<file path="src/rtl/spi_pkg.sv">
// Shared definitions for the SPI frame controller: FSM state encoding,
// default widths and the command R/W bit encoding.
package spi_pkg;

  localparam int unsigned ADDR_W_DEF = 7;
  localparam int unsigned DATA_W_DEF = 8;

  // Last command bit: 1 selects a read frame, 0 a write frame.
  localparam logic READ_BIT = 1'b1;

  typedef enum logic [2:0] {
    ST_IDLE         = 3'd0,
    ST_CMD          = 3'd1,
    ST_READ_ADDR    = 3'd2,
    ST_READ_LOAD    = 3'd3,
    ST_READ_SHIFT   = 3'd4,
    ST_WRITE_SHIFT  = 3'd5,
    ST_WRITE_COMMIT = 3'd6,
    ST_DONE         = 3'd7
  } state_t;

endpackage

</file>
<file path="src/rtl/spi_frame_ctrl_if.sv">
// Bus bundle between the SPI input conditioner / register file and the
// frame controller.
//   slave  : controller view (consumes SCLK edges, CS, MOSI, read data;
//            drives memory port, MISO, MISO enable, frame_done)
//   master : environment view (conditioner + register file)
interface spi_frame_ctrl_if import spi_pkg::*; #(
  parameter int unsigned ADDR_W = ADDR_W_DEF,
  parameter int unsigned DATA_W = DATA_W_DEF
) ();

  logic              sclk_rise;
  logic              sclk_fall;
  logic              cs_n;
  logic              mosi;
  logic [DATA_W-1:0] mem_rdata;
  logic [ADDR_W-1:0] mem_addr;
  logic [DATA_W-1:0] mem_wdata;
  logic              mem_we;
  logic              miso;
  logic              miso_oe;
  logic              frame_done;

  modport slave (
    input  sclk_rise, sclk_fall, cs_n, mosi, mem_rdata,
    output mem_addr, mem_wdata, mem_we, miso, miso_oe, frame_done
  );

  modport master (
    output sclk_rise, sclk_fall, cs_n, mosi, mem_rdata,
    input  mem_addr, mem_wdata, mem_we, miso, miso_oe, frame_done
  );

endinterface

</file>
<file path="src/rtl/spi_shift_reg.sv">
// Shared serial shift register for command, write data and read data.
//   clk, reset : clock, synchronous active-high reset (clears register)
//   sin_en/sin : shift sin into the LSB
//   sout_en    : shift left by one, zero into the LSB
//   load_en    : parallel load of load_data (highest priority)
//   msb        : register bit WIDTH-1
//   low        : register bits WIDTH-2..0 (together with msb the full word)
module spi_shift_reg #(
  parameter int unsigned WIDTH = 8
) (
  input  logic             clk,
  input  logic             reset,
  input  logic             sin_en,
  input  logic             sin,
  input  logic             sout_en,
  input  logic             load_en,
  input  logic [WIDTH-1:0] load_data,
  output logic             msb,
  output logic [WIDTH-2:0] low
);

  logic [WIDTH-1:0] q;

  always_ff @(posedge clk) begin
    if (reset) begin
      q <= '0;
    end else if (load_en) begin
      q <= load_data;
    end else if (sin_en) begin
      q <= {q[WIDTH-2:0], sin};
    end else if (sout_en) begin
      q <= {q[WIDTH-2:0], 1'b0};
    end
  end

  assign msb = q[WIDTH-1];
  assign low = q[WIDTH-2:0];

endmodule

</file>
<file path="src/rtl/spi_frame_ctrl.sv">
// SPI mode-0 frame controller: command byte (address MSB-first, then R/W)
// followed by one data byte; drives the register-file port and MISO.
//   clk, reset : clock, synchronous active-high reset
//   bus        : slave modport (SCLK edge pulses, CS, MOSI, read data in;
//                mem_addr/mem_wdata/mem_we, miso/miso_oe, frame_done out)
module spi_frame_ctrl import spi_pkg::*; #(
  parameter int unsigned ADDR_W = ADDR_W_DEF,
  parameter int unsigned DATA_W = DATA_W_DEF
) (
  input  logic           clk,
  input  logic           reset,
  spi_frame_ctrl_if.slave bus
);

  localparam int unsigned CMD_W = ADDR_W + 1;
  localparam int unsigned SR_W  = (CMD_W > DATA_W) ? CMD_W : DATA_W;
  localparam int unsigned CNT_W = $clog2(SR_W + 1);

  state_t            state, state_d;
  logic [CNT_W-1:0]  cnt, cnt_d;
  logic [ADDR_W-1:0] addr_q, addr_d;
  logic [DATA_W-1:0] wdata_q, wdata_d;
  logic              we_q, we_d;
  logic              miso_q, miso_d;
  logic              oe_q, oe_d;
  logic              done_q, done_d;

  logic              rise_c, fall_c;
  logic              sin_c, sout_c, load_c;
  logic              sr_msb;
  logic [SR_W-2:0]   sr_low;
  logic [SR_W-1:0]   serial_word_c;
  logic [CMD_W-1:0]  cmd_c;
  logic [DATA_W-1:0] wdata_c;
  logic [SR_W-1:0]   load_word_c;

  spi_shift_reg #(.WIDTH(SR_W)) u_shift (
    .clk       (clk),
    .reset     (reset),
    .sin_en    (sin_c),
    .sin       (bus.mosi),
    .sout_en   (sout_c),
    .load_en   (load_c),
    .load_data (load_word_c),
    .msb       (sr_msb),
    .low       (sr_low)
  );

  // Word as it will look once the bit arriving this cycle is shifted in,
  // so the last command/data bit can be decoded on its own rise.
  assign serial_word_c = {sr_low, bus.mosi};
  assign cmd_c         = CMD_W'(serial_word_c);
  assign wdata_c       = DATA_W'(serial_word_c);
  // Read data is left-aligned so it leaves from the register MSB.
  assign load_word_c   = SR_W'(bus.mem_rdata) << (SR_W - DATA_W);

  // Rise wins when both edges arrive together.
  assign rise_c = bus.sclk_rise;
  assign fall_c = bus.sclk_fall & ~bus.sclk_rise;

  // State, counter and registered outputs.
  always_ff @(posedge clk) begin
    if (reset) begin
      state   <= ST_IDLE;
      cnt     <= '0;
      addr_q  <= '0;
      wdata_q <= '0;
      we_q    <= 1'b0;
      miso_q  <= 1'b0;
      oe_q    <= 1'b0;
      done_q  <= 1'b0;
    end else begin
      state   <= state_d;
      cnt     <= cnt_d;
      addr_q  <= addr_d;
      wdata_q <= wdata_d;
      we_q    <= we_d;
      miso_q  <= miso_d;
      oe_q    <= oe_d;
      done_q  <= done_d;
    end
  end

  // Next-state, counter and output-next logic.
  always_comb begin
    state_d = state;
    cnt_d   = cnt;
    addr_d  = addr_q;
    wdata_d = wdata_q;
    we_d    = 1'b0;
    done_d  = 1'b0;
    miso_d  = miso_q;
    oe_d    = oe_q;
    sin_c   = 1'b0;
    sout_c  = 1'b0;
    load_c  = 1'b0;

    if (bus.cs_n) begin
      // Deselect aborts any frame; nothing partial is committed.
      state_d = ST_IDLE;
      cnt_d   = '0;
      oe_d    = 1'b0;
      miso_d  = 1'b0;
    end else begin
      case (state)
        ST_IDLE: begin
          state_d = ST_CMD;
          if (rise_c) begin
            sin_c = 1'b1;
            cnt_d = CNT_W'(1);
          end
        end
        ST_CMD: begin
          if (rise_c) begin
            sin_c = 1'b1;
            if (cnt == CNT_W'(CMD_W - 1)) begin
              cnt_d   = '0;
              addr_d  = cmd_c[CMD_W-1:1];
              state_d = (cmd_c[0] == READ_BIT) ? ST_READ_ADDR : ST_WRITE_SHIFT;
            end else begin
              cnt_d = cnt + 1'b1;
            end
          end
        end
        ST_READ_ADDR: begin
          state_d = ST_READ_LOAD;
        end
        ST_READ_LOAD: begin
          load_c  = 1'b1;
          oe_d    = 1'b1;
          state_d = ST_READ_SHIFT;
        end
        ST_READ_SHIFT: begin
          if (fall_c) begin
            sout_c = 1'b1;
            miso_d = sr_msb;
            if (cnt == CNT_W'(DATA_W - 1)) begin
              cnt_d   = '0;
              done_d  = 1'b1;
              oe_d    = 1'b0;
              state_d = ST_DONE;
            end else begin
              cnt_d = cnt + 1'b1;
            end
          end
        end
        ST_WRITE_SHIFT: begin
          if (rise_c) begin
            sin_c = 1'b1;
            if (cnt == CNT_W'(DATA_W - 1)) begin
              // Strobe is visible throughout WRITE_COMMIT.
              cnt_d   = '0;
              wdata_d = wdata_c;
              we_d    = 1'b1;
              done_d  = 1'b1;
              state_d = ST_WRITE_COMMIT;
            end else begin
              cnt_d = cnt + 1'b1;
            end
          end
        end
        ST_WRITE_COMMIT: begin
          state_d = ST_DONE;
        end
        ST_DONE: begin
          oe_d = 1'b0;
        end
        default: begin
          state_d = ST_IDLE;
        end
      endcase
    end
  end

  assign bus.mem_addr   = addr_q;
  assign bus.mem_wdata  = wdata_q;
  assign bus.mem_we     = we_q;
  assign bus.miso       = miso_q;
  assign bus.miso_oe    = oe_q;
  assign bus.frame_done = done_q;

endmodule

</file>
<file path="src/flat_wrapper.sv">
// flat-port wrapper written by rule: the top's interface ports become plain ports
module spi_frame_ctrl_flat import spi_pkg::*;
#(
  parameter int unsigned ADDR_W = ADDR_W_DEF,
  parameter int unsigned DATA_W = DATA_W_DEF
)
  (clk, reset, bus_sclk_rise, bus_sclk_fall, bus_cs_n, bus_mosi, bus_mem_rdata, bus_mem_addr, bus_mem_wdata, bus_mem_we, bus_miso, bus_miso_oe, bus_frame_done);
  spi_frame_ctrl_if #(.ADDR_W(ADDR_W), .DATA_W(DATA_W)) bus_i ();
  input  logic clk;
  input  logic reset;
  input wire logic [$bits(bus_i.sclk_rise)-1:0] bus_sclk_rise;
  input wire logic [$bits(bus_i.sclk_fall)-1:0] bus_sclk_fall;
  input wire logic [$bits(bus_i.cs_n)-1:0] bus_cs_n;
  input wire logic [$bits(bus_i.mosi)-1:0] bus_mosi;
  input wire logic [$bits(bus_i.mem_rdata)-1:0] bus_mem_rdata;
  output wire logic [$bits(bus_i.mem_addr)-1:0] bus_mem_addr;
  output wire logic [$bits(bus_i.mem_wdata)-1:0] bus_mem_wdata;
  output wire logic [$bits(bus_i.mem_we)-1:0] bus_mem_we;
  output wire logic [$bits(bus_i.miso)-1:0] bus_miso;
  output wire logic [$bits(bus_i.miso_oe)-1:0] bus_miso_oe;
  output wire logic [$bits(bus_i.frame_done)-1:0] bus_frame_done;
  assign bus_i.sclk_rise = bus_sclk_rise;
  assign bus_i.sclk_fall = bus_sclk_fall;
  assign bus_i.cs_n = bus_cs_n;
  assign bus_i.mosi = bus_mosi;
  assign bus_i.mem_rdata = bus_mem_rdata;
  assign bus_mem_addr = bus_i.mem_addr;
  assign bus_mem_wdata = bus_i.mem_wdata;
  assign bus_mem_we = bus_i.mem_we;
  assign bus_miso = bus_i.miso;
  assign bus_miso_oe = bus_i.miso_oe;
  assign bus_frame_done = bus_i.frame_done;
  spi_frame_ctrl #(.ADDR_W(ADDR_W), .DATA_W(DATA_W)) u_core (.clk(clk), .reset(reset), .bus(bus_i));
endmodule
</file>
<file path="config.mk">
export PLATFORM = sky130hd
export DESIGN_NAME = spi_frame_ctrl_flat
export DESIGN_NICKNAME = d
export VERILOG_FILES = /design/src/rtl/spi_pkg.sv /design/src/rtl/spi_frame_ctrl_if.sv /design/src/rtl/spi_shift_reg.sv /design/src/rtl/spi_frame_ctrl.sv /design/src/flat_wrapper.sv
export SDC_FILE = /design/constraint.sdc
export NUM_CORES = 1
export LEC_CHECK = 0
export CAP_MARGIN = 30
export CORE_MARGIN = 2
export CORE_UTILIZATION = 36
export DETAILED_ROUTE_END_ITERATION = 6
export SETUP_SLACK_MARGIN = 0.2
export SYNTH_ARGS = -nofsm -noshare
export SYNTH_HDL_FRONTEND = slang
export SYNTH_SLANG_ARGS = --single-unit
export TNS_END_PERCENT = 10
</file>
<file path="constraint.sdc">
create_clock -name clk -period 3.1 [get_ports clk]
set_input_delay 0.31 -clock clk [delete_from_list [all_inputs] [get_ports clk]]
set_output_delay 0.31 -clock clk [all_outputs]
set_load 0.005 [all_outputs]
</file>
-- Word level (Yosys, flattened, before mapping)
Index checks and enable logic that the tools add are counted.
- flip-flop bits (word level): 34
- input port bits: 14
- output and inout port bits: 19
- add/sub/neg operators: 1
- eq/ne operators: 16
- multiplexer cells: 31
- bitwise logic cells: 4
- reductions and logical operators: 15
- operators by type and width (cell ; count):
    $mux 8 ; 3
    $mux 3 ; 7
    $pmux 3 s7 ; 1
    $mux 4 ; 4
    $mux 1 ; 13
    $eq 3x3->1 const B ; 4
    $pmux 4 s3 ; 1
    $reduce_and 4->1 ; 3
    $ne 2x1->1 const B ; 5
    $reduce_bool 3->1 ; 3
    $reduce_and 7->1 ; 1
    $reduce_bool 7->1 ; 1
    $eq 3x2->1 const B ; 2
    $ne 2x2->1 const B ; 3
    $reduce_or 3->1 ; 2
    $add 4x1->4 const B ; 1
    $eq 4x3->1 const B ; 1
    $reduce_or 2->1 ; 2
    $eq 3x1->1 const B ; 1
    $logic_not 3->1 ; 1
    $not 1->1 ; 3
    $pmux 1 s3 ; 1
    $reduce_and 3->1 ; 1
    $pmux 1 s2 ; 1
    other kinds (2) ; 2

-- Depth between registers and ports, before layout
Gate-level depths: netlist (run 1).
- depth after elaboration: 8
- gate-level depth with buffers: 7
- depth with buffers taken out: 5

-- Hierarchy
From an unflattened synthesis (run 1), not the netlist that was laid out.
- cells, all modules: 163
- area, all modules: 1564.0 um^2
- by module, submodules not included (module ; instances ; cells each ; area an instance (um^2) ; seq. area each (um^2)):
    spi_frame_ctrl ; 1 ; 123 ; 1172.4 ; 520.5
    spi_shift_reg ; 1 ; 40 ; 391.6 ; 160.2

-- Worst setup path after synthesis (run 1)
No wires, ideal clock.
- path kind: reg2reg
- from: register u_core.cnt[0]
- to: register u_core.wdata_q[0] (netlist: u_core.bus.mem_wdata[0])
- setup time: 0.134 ns
- data arrival time: 1.497 ns
- required time: 2.966 ns
- slack: 1.469 ns
- stages on the path, launching flop included: 7
- buffers on the path: 1
- period minus slack after synthesis: 1.631 ns
- cell sequence: dfxtp_1 > ha_1 > nand3b_1 > nor4b_1 > buf_2 > mux2i_1 > nor2_1
- word-level cells in the longest chain between the ends: 2
- RTL lines (element ; RTL line ; source):
    start, declared ; spi_frame_ctrl.sv:20 ; logic [CNT_W-1:0] cnt, cnt_d;
    start signal, assigned ; spi_frame_ctrl.sv:74 ; cnt <= cnt_d;
    $eq 4x3->1 ; spi_frame_ctrl.sv:150 ; if (cnt == CNT_W'(DATA_W - 1)) begin
    $reduce_and 4->1 (no source line) ; - ;
    end signal, assigned ; spi_frame_ctrl.sv:76 ; wdata_q <= wdata_d;
    end, declared ; spi_frame_ctrl.sv:22 ; logic [DATA_W-1:0] wdata_q, wdata_d;
No other way between the ends.
A chain may end at the register's enable or synchronous reset.

-- Final worst setup path (run 1)
- from: register u_core.state[1]
- to: register u_core.u_shift.q[2]
- word-level cells in the longest chain between the ends: 6
- RTL lines (element ; RTL line ; source):
    start, declared ; spi_frame_ctrl.sv:19 ; state_t state, state_d;
    start signal, assigned ; spi_frame_ctrl.sv:73 ; state <= state_d;
    $eq 3x1->1 (tied with other cells) ; spi_frame_ctrl.sv:105 ; case (state)
    $reduce_or 3->1 (no source line) ; - ;
    $mux 1 ; - ;
    $mux 1 ; spi_frame_ctrl.sv:98 ; if (bus.cs_n) begin
    $mux 8 ; spi_shift_reg.sv:29 ; end else if (sin_en) begin
    $mux 8 ; spi_shift_reg.sv:27 ; end else if (load_en) begin
    end signal, assigned ; spi_shift_reg.sv:28 ; q <= load_data;
    end signal, assigned ; spi_shift_reg.sv:30 ; q <= {q[WIDTH-2:0], sin};
    end signal, assigned ; spi_shift_reg.sv:32 ; q <= {q[WIDTH-2:0], 1'b0};
    end, declared ; spi_shift_reg.sv:22 ; logic [WIDTH-1:0] q;
Parallel ways exist; a longest one is shown, timed or not.

==> results of run 1 <==
-- cells in the final DEF (no fill, tap or decap), drive strengths merged, types with 3 or more instances in the layout --
cell type,count
dfxtp,34
clkdlybuf4s50,32
nor2,24
mux2i,23
a211oi,9
a21oi,8
nor3,8
clkbuf,7
o21ai,5
inv,5
nand3b,3
nand2b,3
nand3,3
nand2,3
-- how the worst max path moves through the flow --
stage | startpoint | endpoint | slack [ps]
after global routing | u_core.state[1] | u_core.u_shift.q[4] | 870
final | u_core.state[1] | u_core.u_shift.q[2] | 1050
after detailed placement | bus_sclk_rise | u_core.u_shift.q[1] | 890
after global placement | bus_sclk_rise | u_core.u_shift.q[7] | 960
after floorplan | u_core.cnt[0] | u_core.bus.mem_wdata[0] | 1470
after CTS | u_core.state[1] | u_core.u_shift.q[2] | 1060
-- per-stage QoR --
stage                     setup slack (ps)  std cells  cell area [sq um]  utilization (%)
after floorplan                       1470        167               1610                -
after global placement                 961        242               1970             45.5
after detailed placement               887        242               1970             45.5
after CTS                             1060        249               2040             47.2
after global routing                   869        249               2040             47.2
final                                 1050        249               2040             47.2
-- flip-flops by register name (all words and copies together) (netlist names) --
| register | count |
|---|---|
| u_core.bus.frame_done | 1 |
| u_core.bus.mem_addr | 7 |
| u_core.bus.mem_wdata | 8 |
| u_core.bus.mem_we | 1 |
| u_core.bus.miso | 1 |
| u_core.bus.miso_oe | 1 |
| u_core.cnt | 4 |
| u_core.state | 3 |
| u_core.u_shift.q | 8 |
-- per-layer routing --
layer / vias up / share of wire (%) / GRT usage [%]
met5: - / 0 / 0
met4: 0 / 0.58 / 3.35
met3: 4 / 6.8 / 5.56
met2: 57 / 47 / 24.2
met1: 631 / 46 / 20.0
li1: 662 / - / -
-- area by class of cell --
type,count,area (sq um),share of cell area [%]
clock buffers,7,76.3,3.74
inverters,5,18.8,0.919
multi-input cells,117,866,42.4
flip-flops and latches,34,681,33.3
well taps,52,65.1,3.19
repair buffers,34,335,16.4
-- power groups by stage --
stage / Sequential (mW) / Combinational, mW / Clock (mW)
after detailed placement: 0.469 / 0.0777 / 0
after CTS: 0.459 / 0.0782 / 0.308
after global placement: 0.469 / 0.0757 / 0
after floorplan: 0.463 / 0.0544 / 0
after global routing: 0.460 / 0.0850 / 0.335
final: 0.460 / 0.0782 / 0.294
-- critical path, stage by stage, from the launching register on --
cell and delay, ps:
dfxtp_1 640, nand2b_1 150, a211oi_2 560, or2_1 440
a211oi_2 130
-- logic make-up after synthesis --
kind of cell | Yosys count
AO/OA/AOI/OAI | 34
adder cells (fa/ha/maj) | 1
buffers and inverters | 16
flip-flops | 34
multiplexers | 23
AND/OR/NAND/NOR | 59
==> reports/qor.txt, run 1 <==
# fillers = 428
Reg-to-Reg End = u_core.u_shift.q[2]
DRC = 0
1st-iter DRT viols = 72
Power Density = 407 nW/um^2
RePlAce Congestion = 0.837
register share of total power = 55.3%
XOR/XNOR Fraction of Synth Area = 0%
Power Internal = 0.639 mW
Overall Power = 0.832 mW
Hold Crit Class = register to register
CTS H-tree lvls = 2
Seq cells post-synth = 34
CTS Sinks = 34
RSZ-0062 raised after global routing = false
post-DR wirelength/cell = 14.6 um
slew margin rel. = 50.1%
Root Driver = clkbuf_8
core area = 4320 sq um
Unique masters post-synth = 41
Cell Area, Synth = 1610 sq um
Max Cap Viol = 0
Synth Area in Adders = 0.777%
largest family of logic cells by synthesized area = simple AND/OR/NAND/NOR gates
compound-gate portion of the synthesized area = 17.1%
Routed Antenna Nets = 0
status = finished, final reports clean
final net count = 212
Ant. Diodes = 0
Area Growth Syn to Fin = 26.8%
number of top-level pins = 33
final hold vios = 0
Synth Area per Inst = 9.64 sq um
Worst Max-Slew Pin Slew = 743 ps
Post-Syn Instances = 167
Die Wd = 70.9 um
Hold Crit Depth = 2
worst reg2reg path depth = 4
GR Overflow Total = 0
sequential fraction of the synthesis area = 42.3%
Final Critical Period = 2050 ps
starting density of the core = 37.2%
post-CTS setup buffer count = 0
Slew Limit Fails = 0
Mapped Nets = 182
DRT Wirelength = 3640 um
setup TNS = 0 ps
CP Launch Type = register
Setup Skew = 4.08 ps
combinational group share of total power = 9.4%
post_cts resized = 0
CP endpoint kind = register
vias per cell = 5.44
Arrival @ worst endpoint = 2190 ps
largest net degree at the start of global routing = 26
crit-path max FO = 18
initial antenna violation count = 0
CP Class = register to register
CTS tree = done
Leak Pwr = 0.636 nW
VDD IR max = 239 uV
Peak Freq = 0.488 GHz
setup violators final = 0
largest cells by area after synthesis = dfxtp_1, mux2i_1, a211oi_2
buffers added on ports = 32
die area = 5020 sq um
clock latency on the worst-skew pair = 280 ps
Final period util = 66.1%
Worst EP required = 3240 ps
Hold Path Sink = u_core.bus.mem_wdata[5]
most numerous cell in the Yosys netlist = dfxtp_1
Net Switching = 0.193 mW
Sw Ratio = 23.2%
reg2reg setup slack = 1050 ps
first-pass GRT wire length = 6090 um
layout cells sized above 1 = 11.2%
cts-stage hold buffer count = 0
Cell Rows = 24
GRT Overall Usage = 15.2%
yosys warns = 0
CTS Buffer Depth = 2
cell taking the most area after synthesis = dfxtp_1
Die H = 70.9 um
Clock Power Share = 35.3%
Detailed Place HPWL = 2560 um
final hold slack = 497 ps
Synth Flop Type = dfxtp_1
Synth top cells by count = dfxtp_1, nor2_1, mux2i_1, a211oi_2
Hold Startpoint = u_core.bus.mem_wdata[5]
vias in the first global route = 1314
CTS buffer count = 5
Post-Synth Simple-Gate Area = 21.2%
vias post-DR = 1354
drt first pass iters = 4
clock slew at reported path FFs = 60 ps
area share of the leading cell type in the synthesized netlist = 42.3%
multiplexer share of the synthesized area = 14.3%
Post-synth EDFFs = 0
ys async rst share = 0%
worst r2r src = u_core.state[1]
(Power assumes the default switching activity.)
==> inputs of run 2 (changes only) <==
==> constraint.sdc (replaced) <==
create_clock -name clk -period 1.7 [get_ports clk]
set_input_delay 0.17 -clock clk [delete_from_list [all_inputs] [get_ports clk]]
set_output_delay 0.17 -clock clk [all_outputs]
set_load 0.005 [all_outputs]
==> run 2 against run 1 <==
  * Fmax is 28% higher
  * Sequential cell count unchanged
  * Die area stayed put
  * Core utilization rose by 4.5 points
  * Sequential power rose by 81%
  * Clock power increased to 2.6 times the previous value
  * Clock skew rose by 0.67 ps
  * Largest cell class unchanged
  * Count of clock-buffer cells in the layout shrank 1
==> reports/qor.txt, run 2 (synthesis gave the netlist of run 1 again) <==
worst setup slack after layout = 105 ps
Detailed Place HPWL = 2660 um
cts-stage hold buffer count = 0
Root Driver = clkbuf_8
RePlAce Congestion = 0.818
Sw Ratio = 22.0%
buffers added on ports = 32
CTS Buffer Depth = 2
worst reg2reg path depth = 7
GRT Overall Usage = 15.8%
DRT Wirelength = 3800 um
Arrival @ worst endpoint = 1760 ps
slew margin rel. = 69.2%
number of top-level pins = 33
CTS tree = done
Power Internal = 1.36 mW
Max Cap Viol = 0
Hold Crit Depth = 2
Slew Limit Fails = 0
post-DR wirelength/cell = 14.5 um
initial antenna violation count = 0
CP Launch Type = register
combinational group share of total power = 9.0%
CTS Sinks = 34
Die H = 70.9 um
VDD IR max = 357 uV
register share of total power = 47.8%
GR Overflow Total = 0
CP endpoint kind = register
worst r2r src = u_core.cnt[1]
first-pass GRT wire length = 6270 um
Power Density = 779 nW/um^2
crit-path max FO = 7
Area Growth Syn to Fin = 38.8%
slowest cell delay on critical path = 370 ps
clock latency on the worst-skew pair = 280 ps
core area = 4320 sq um
crit-path cells = ha_4, nand3b_1, buf_4, nor4_4, buf_12, mux2i_1, nor2_1
commonest non-fill, non-tap cell in the layout = clkdlybuf4s50_1
Final Critical Period = 1600 ps
layout cells sized above 1 = 20.5%
die area = 5020 sq um
Net Switching = 0.384 mW
setup violators final = 0
Cell Rows = 24
Overall Power = 1.74 mW
multi-input logic area = 887 sq um
Worst Setup SP = u_core.cnt[1]
Worst EP required = 1870 ps
CP Class = register to register
Clock Power Share = 43.2%
Peak Freq = 0.627 GHz
Ant. Diodes = 0
reg2reg setup slack = 100 ps
Die Wd = 70.9 um
# fillers = 402
fin util = 51.7%
Hold Crit Class = register to register
Final period util = 93.9%
CP max-delay cell = dfxtp_4
CTS buffer count = 5
largest net degree at the start of global routing = 24
Setup Skew = 4.75 ps
clock slew at reported path FFs = 70 ps
commonest non-fill, non-tap cells in the layout = clkdlybuf4s50_1, dfxtp_1, nor2_1
final hold vios = 0
status = finished, final reports clean
Routed Antenna Nets = 0
vias post-DR = 1401
vias in the first global route = 1330
Setup WS pre-CTS = -100 ps
starting density of the core = 37.2%
Worst Max-Slew Pin Slew = 462 ps
drt first pass iters = 4
Leak Pwr = 0.736 nW
Hold Startpoint = u_core.u_shift.q[7]
final hold slack = 494 ps
register area = 694 sq um
1st-iter DRT viols = 121
final net count = 225
DRC = 0
RSZ-0062 raised after global routing = true
vias per cell = 5.35
CTS H-tree lvls = 2
[run 2: cell types whose count changed in the layout (fill, tap and decap cells not counted)]
cell	before	now
ha_4	0	1
buf_4	2	13
buf_12	0	2
ha_1	1	0
bufinv_16	0	1
nor4b_4	0	1
dfxtp_4	0	3
clkbuf_1	2	0
clkbuf_8	5	6
dfxtp_1	34	29
nor4b_2	1	0
dfxtp_2	0	2
[run 2: repair_timing]
| action | 4_1_cts | 5_1_grt |
|---|---|---|
| hold endpoints to repair | 0 | 0 |
| cloned | 0 | 0 |
| setup endpoints to repair | 27 | 32 |
| buffers inserted | 1 | 0 |
| pin swaps | 0 | 1 |
| resized for setup | 4 | 1 |
[run 2: cell type report]
| type | instances | share of cell area (%) |
|---|---|---|
| repair buffers | 47 | 20.5 |
| clock buffers | 6 | 3.69 |
| well taps | 52 | 2.91 |
| multi-input cells | 117 | 39.7 |
| clock inverters | 1 | 1.34 |
| flip-flops and latches | 34 | 31.1 |
| inverters | 5 | 0.839 |
[run 2: per-layer routing]
metal,global-route usage (%),vias to the layer above,part of all wire (%)
li1,-,692,-
met1,21.7,659,47
met2,23.2,44,47
met3,3.85,6,5.0
met4,7.76,0,1.6
met5,0,-,0
[run 2: critical path, delay by kind of cell (launching register included)]
family,cells,cell delay (ps)
AND/OR/NAND/NOR,3,400
buffers and inverters,2,370
flip-flops,1,370
multiplexers,1,200
adder cells (fa/ha/maj),1,130
[run 2: power by group through the flow]
stage / Clock, mW / Sequential [mW] / Combinational, mW
after floorplan: 0 / 0.846 / 0.105
after global placement: 0 / 0.855 / 0.150
after detailed placement: 0 / 0.855 / 0.155
after CTS: 0.772 / 0.833 / 0.156
after global routing: 0.812 / 0.836 / 0.169
final: 0.752 / 0.833 / 0.156
[run 2: final timing paths]
kind | to
worst max-delay path | u_core.bus.mem_addr[2]
worst min register to register | u_core.bus.miso
worst min-delay path | u_core.bus.miso
worst max register to register | u_core.bus.mem_addr[2]
[run 2: stage by stage]
step	setup TNS, ps	area (sq um)	instances
floorplan	0	1650	167
global placement	-1390	2100	254
detailed placement	-1460	2100	254
CTS	0	2230	262
global route	0	2240	262
finish	0	2240	262
